File: config.mk
export PLATFORM = sky130hd
export DESIGN_NAME = cpu_dma_queue_stats_regs
export DESIGN_NICKNAME = d
export VERILOG_FILES = /design/src/rtl/cpu_dma_queue_stats_regs.sv
export SDC_FILE = /design/constraint.sdc
export NUM_CORES = 1
export LEC_CHECK = 0
export ABC_AREA = 0
export CORE_AREA = 3 3 184 186
export CTS_BUF_LIST = sky130_fd_sc_hd__clkbuf_2 sky130_fd_sc_hd__clkbuf_4 sky130_fd_sc_hd__clkbuf_8
export CTS_CLUSTER_SIZE = 14
export DETAILED_ROUTE_END_ITERATION = 10
export DIE_AREA = 0 0 187 189
export GPL_TIMING_DRIVEN = 0
export PLACE_DENSITY = 0.54
export SLEW_MARGIN = 30
export SYNTH_ARGS = -nofsm -noshare
export SYNTH_HDL_FRONTEND = slang
export SYNTH_SLANG_ARGS = --single-unit
File: constraint.sdc
create_clock -name clk -period 2.2 [get_ports clk]
set_clock_uncertainty 0.1 [all_clocks]
set_input_delay 0.33 -clock clk [delete_from_list [all_inputs] [get_ports clk]]
set_output_delay 0.33 -clock clk [all_outputs]
set_load 0.005 [all_outputs]
File: src/rtl/cpu_dma_queue_stats_regs.sv
// CPU DMA queue statistics block: event counters, control and sticky overflow
// flags behind a simple req/ack register bus.
module cpu_dma_queue_stats_regs #(
    parameter int NUM_COUNTERS   = 4,
    parameter int CNT_WIDTH      = 32,
    parameter bit SATURATE       = 1'b0,
    parameter int REG_ADDR_WIDTH = 8
) (
    input  logic                      clk,
    input  logic                      reset,
    input  logic [NUM_COUNTERS-1:0]   event_in,
    input  logic                      reg_req,
    input  logic                      reg_rd_wr_L,
    input  logic [REG_ADDR_WIDTH-1:0] reg_addr,
    input  logic [31:0]               reg_wr_data,
    output logic [31:0]               reg_rd_data,
    output logic                      reg_ack
);

    localparam int N = NUM_COUNTERS;
    localparam logic [31:0] CTRL_ADDR = 32'(N);
    localparam logic [31:0] OVF_ADDR  = 32'(N + 1);

    logic [N-1:0][CNT_WIDTH-1:0] cnt;
    logic [N-1:0][CNT_WIDTH-1:0] cnt_nxt;
    logic [1:0]                  ctrl;
    logic [1:0]                  ctrl_nxt;
    logic [N-1:0]                ovf;
    logic [N-1:0]                ovf_nxt;
    logic [N-1:0]                ovf_set;
    logic [N-1:0]                ovf_clr;
    logic                        reg_req_d1;
    logic                        new_req;
    logic                        rd;
    logic                        wr;
    logic                        inc;
    logic [31:0]                 addr;
    logic [31:0]                 rd_nxt;

    always_comb begin
        new_req  = reg_req & ~reg_req_d1;
        rd       = new_req & reg_rd_wr_L;
        wr       = new_req & ~reg_rd_wr_L;
        addr     = 32'(reg_addr);
        cnt_nxt  = cnt;
        ctrl_nxt = ctrl;
        ovf_set  = '0;
        ovf_clr  = '0;
        rd_nxt   = reg_rd_data;
        inc      = 1'b0;

        for (int i = 0; i < N; i++) begin
            inc = event_in[i] & ~ctrl[1];
            if (inc) begin
                if (&cnt[i]) begin
                    ovf_set[i] = 1'b1;
                    cnt_nxt[i] = SATURATE ? cnt[i] : '0;
                end else begin
                    cnt_nxt[i] = cnt[i] + CNT_WIDTH'(1);
                end
            end
            if (rd && addr == 32'(i)) begin
                rd_nxt = 32'(cnt[i]);
                // Clearing read restarts the count; a same-cycle event lands in it.
                if (ctrl[0]) begin
                    cnt_nxt[i] = inc ? CNT_WIDTH'(1) : '0;
                    ovf_set[i] = 1'b0;
                end
            end
            // A bus write owns the counter; the colliding event is dropped.
            if (wr && addr == 32'(i)) begin
                cnt_nxt[i] = reg_wr_data[CNT_WIDTH-1:0];
                ovf_set[i] = 1'b0;
            end
        end

        if (rd && addr == CTRL_ADDR) rd_nxt = {30'b0, ctrl};
        if (wr && addr == CTRL_ADDR) ctrl_nxt = reg_wr_data[1:0];
        if (rd && addr == OVF_ADDR) rd_nxt = 32'(ovf);
        if (wr && addr == OVF_ADDR) ovf_clr = reg_wr_data[N-1:0];
        if (rd && addr > OVF_ADDR) rd_nxt = 32'hDEAD_BEEF;

        ovf_nxt = (ovf & ~ovf_clr) | ovf_set;
    end

    always_ff @(posedge clk) begin
        if (reset) begin
            cnt         <= '0;
            ctrl        <= '0;
            ovf         <= '0;
            reg_rd_data <= '0;
            reg_ack     <= 1'b0;
            reg_req_d1  <= 1'b0;
        end else begin
            cnt         <= cnt_nxt;
            ctrl        <= ctrl_nxt;
            ovf         <= ovf_nxt;
            reg_rd_data <= rd_nxt;
            reg_ack     <= new_req;
            reg_req_d1  <= reg_req;
        end
    end

endmodule

==> impl_metrics.py <==
metrics = {
    "drt": {
        "firstDrtPassIters": 5,
        "via_per_inst": 5.75,
        "routed_wl_um": 44200,
        "drc": 0,
        "final_antenna_net_count": 0,
        "drtIter0Drc": 1258,
        "routedWlPerCell_um": 24.3,
        "vias": 10442,
    },
    "global_routing": {
        "grt_pass1_vias": 9840,
        "grt_antenna_before_repair": 1,
        "grt.overflow.total": 0,
        "grtUsageTotal_pct": 23.3,
        "grt_max_degree": 17,
        "grt_pass1_wl_um": 62500,
    },
    "timing": {
        "tightest_slew_ns": 0.585,
        "finalHoldViolCount": 0,
        "clock.fmax_mhz": 439,
        "setup_slack_ns": -0.0780,
        "setup_tns_ns": -1.88,
        "relSlewSlack_pct": 61.0,
        "period_share_pct": 104,
        "min_period_ns": 2.28,
        "slew_viol_final": 0,
        "rsz0062_at_grt": "true",
        "finalSetupViolCount": 56,
    },
    "yosys": {
        "synth_area_leaders": "dfxtp_1 36%, nand2_1 6.5%, xor2_1 6.3%",
        "post-synth-top-area-fraction_pct": 35.9,
        "synth_cells": 1168,
        "ys_ff_latch": 168,
        "seq_area_frac_synth_pct": 35.9,
        "yosysWarningCount": 0,
        "ys.flop_type": "dfxtp_1",
        "synth_nets": 1220,
        "synth_edf_count": 0,
        "synthArstFlopShare_pct": 0,
        "syn_area_per_cell_sq_um": 8.03,
        "synth_top_cell_by_area": "dfxtp_1",
        "synth.most_common_cell": "dfxtp_1",
        "synth_cell_types": 71,
        "synth_common_cells": "168 x dfxtp_1, 162 x nand2_1, 139 x nor2_1, 76 x o21ai_0, 67 x xor2_1",
        "syn_area_sq_um": 9380,
    },
    "final_layout": {
        "final_util_pct": 41.9,
        "nNetsFinal": 1412,
        "syn_to_final_growth_pct": 45.0,
        "drive_above_1_share_pct": 30.9,
        "fillers": 3174,
        "final_area_sq_um": 13600,
        "antenna_cells": 0,
    },
    "flow_run": {
        "max_cap_violations": 0,
    },
    "die": {
        "dieArea_sq_um": 35300,
        "rows": 66,
        "initial_utilization_pct": 28.9,
        "io-pin-count": 81,
        "coreArea_sq_um": 32500,
        "die_h_um": 189,
        "dieWidth_um": 187,
    },
    "power_and_ir_drop": {
        "powerDensity_nw_per_um2": 463,
        "switching_share_pct": 28.3,
        "p_leak_nw": 4.86,
        "pwr-share-clk_pct": 39.2,
        "max-vdd-ir-drop_v": 0.000367,
        "pwr-share-seq_pct": 49.6,
        "combPwrFrac_pct": 11.2,
        "intPower_mw": 4.51,
        "switchingPower_mw": 1.78,
    },
    "critical_path": {
        "cp_data_required_time_ns": 2.46,
        "cp.arrival_ns": 2.54,
        "path_max_fanout": 6,
        "slowest_stage": "or4b_4",
        "worstSetupEndpointType": "register",
        "path_class": "register to register",
        "cp-start-kind": "register",
        "cp_cell_sequence": "or4b_4, buf_12, a21oi_4, buf_6, nand2_4, a21boi_4, nand2b_4, clkbuf_16, o22ai_1",
        "max_stage_delay_ns": 0.49,
    },
    "outcome": {
        "violations": "setup timing",
        "status": "finished, violations left",
    },
    "clock_network": {
        "clkTransAtPathRegs_ns": 0.11,
        "cts_buffers": 17,
        "clk_latency_ns": 0.48,
        "clockBufferDepth": 2,
        "cts_root_buffer": "clkbuf_8",
        "h-tree-depth": 4,
        "cts_tree": "done",
        "clock_sinks": 168,
        "cts_hold_buf": 0,
    },
    "placed_design": {
        "place.gp.congestion": 0.941,
        "dpl.hpwl_um": 29700,
        "post_dp_cell_area_sq_um": 10800,
        "dp_slack_ns": -1.57,
        "port_buffers": 80,
    },
    "hold_path": {
        "hp-class": "input pin to register",
    },
}
[cells by family after synthesis]
logic type,count (synthesis),synth area share [%]
multiplexers,9,1.00
buffers and inverters,60,2.87
adder cells (fa/ha/maj),4,0.534
XOR/XNOR,119,11.1
AO/OA/AOI/OAI,266,19.7
flip-flops,168,35.9
AND/OR/NAND/NOR,542,28.9
[registers in the layout, summed over array words and instances, names as in the netlist]
signal / cells
cnt: 128
ctrl: 2
ovf: 4
reg_ack: 1
reg_rd_data: 32
reg_req_d1: 1
[metal layers]
layer  up-vias  part of all wire, %  GRT usage (%)
li1       4626                    -              -
met1      5070                   41           30.4
met2       588                   44           37.2
met3       158                  9.7           4.52
met4         0                  5.3           11.1
met5         -                    0              0
[critical path, delay by kind of cell, from the launching register on]
| kind | cells | cell delay, ns |
|---|---|---|
| and+or+nand+nor | 3 | 0.76 |
| AOI/OAI and AO/OA | 3 | 0.40 |
| DFF | 1 | 0.38 |
| buffers and inverters | 3 | 0.52 |
[stage by stage]
stage | hold slack [ns] | cells | total power, mW
after floorplan | 0.339 | 1168 | 3.40
after global placement | 0.374 | 1690 | 3.72
after detailed placement | 0.381 | 1691 | 3.72
after CTS | 0.200 | 1783 | 6.23
after global routing | 0.244 | 1815 | 6.44
final | 0.222 | 1815 | 6.29
[power groups by stage]
stage	logic [mW]	clock network, mW	registers (mW)
after floorplan	0.218	0	3.18
after global placement	0.521	0	3.19
after detailed placement	0.524	0	3.19
after CTS	0.636	2.47	3.12
after global routing	0.732	2.58	3.13
final	0.703	2.47	3.12
[layout by cell type, fill, tap and decap left out, types with 13 or more instances in the layout]
cell type        synthesis  layout
a21oi_1                 22      20
o21ai_1                  5      13
nor2_4                   1      23
or3_1                   20      18
nand2_1                162     144
dfxtp_2                  0      23
o22ai_1                 46      22
o22ai_2                  0      21
o21ai_0                 76      27
and3_1                  20      18
clkdlybuf4s50_1          0      72
buf_6                    1      16
buf_4                    3      75
nor3_4                   2      13
nand2b_1                17      15
o21ai_2                  0      38
a22oi_1                 27      14
dfxtp_1                168     142
nand4_1                 35      35
buf_12                   0      14
xnor2_1                 52      51
o21bai_1                18      18
xor2_1                  67      67
o32ai_2                 10      16
a22oi_2                  0      13
clkbuf_8                 0      21
nor2_1                 139     106
nand3_1                 57      52
[worst paths after layout]
path / cells after the start / slack (ns) / from / endpoint
setup / recovery: 9 / -0.08 / reg_req_d1 / cnt[116]
hold / removal: 2 / 0.22 / reg_req / reg_req_d1
setup reg to reg: 9 / -0.08 / reg_req_d1 / cnt[116]
hold reg to reg: 2 / 0.37 / ovf[2] / reg_rd_data[2]
[what timing repair did]
item | CTS | global route
buffers inserted | 57 | 28
gates cloned | 6 | 7
resized for setup | 276 | 185
endpoints found under the setup margin | 168 | 155
pin swaps | 49 | 74
[layout make-up]
class | instances | area [sq um] | share of cell area, %
sequential | 168 | 3400 | 25.0
inverter | 12 | 52.6 | 0.386
timing repair buffer | 176 | 1790 | 13.1
clock buffer | 19 | 262 | 1.92
tap | 442 | 553 | 4.07
clock inverter | 13 | 156 | 1.15
multi-input combinational | 941 | 6910 | 50.8
buffer | 44 | 482 | 3.54
Note: power is estimated with default switching activity, not from simulation.
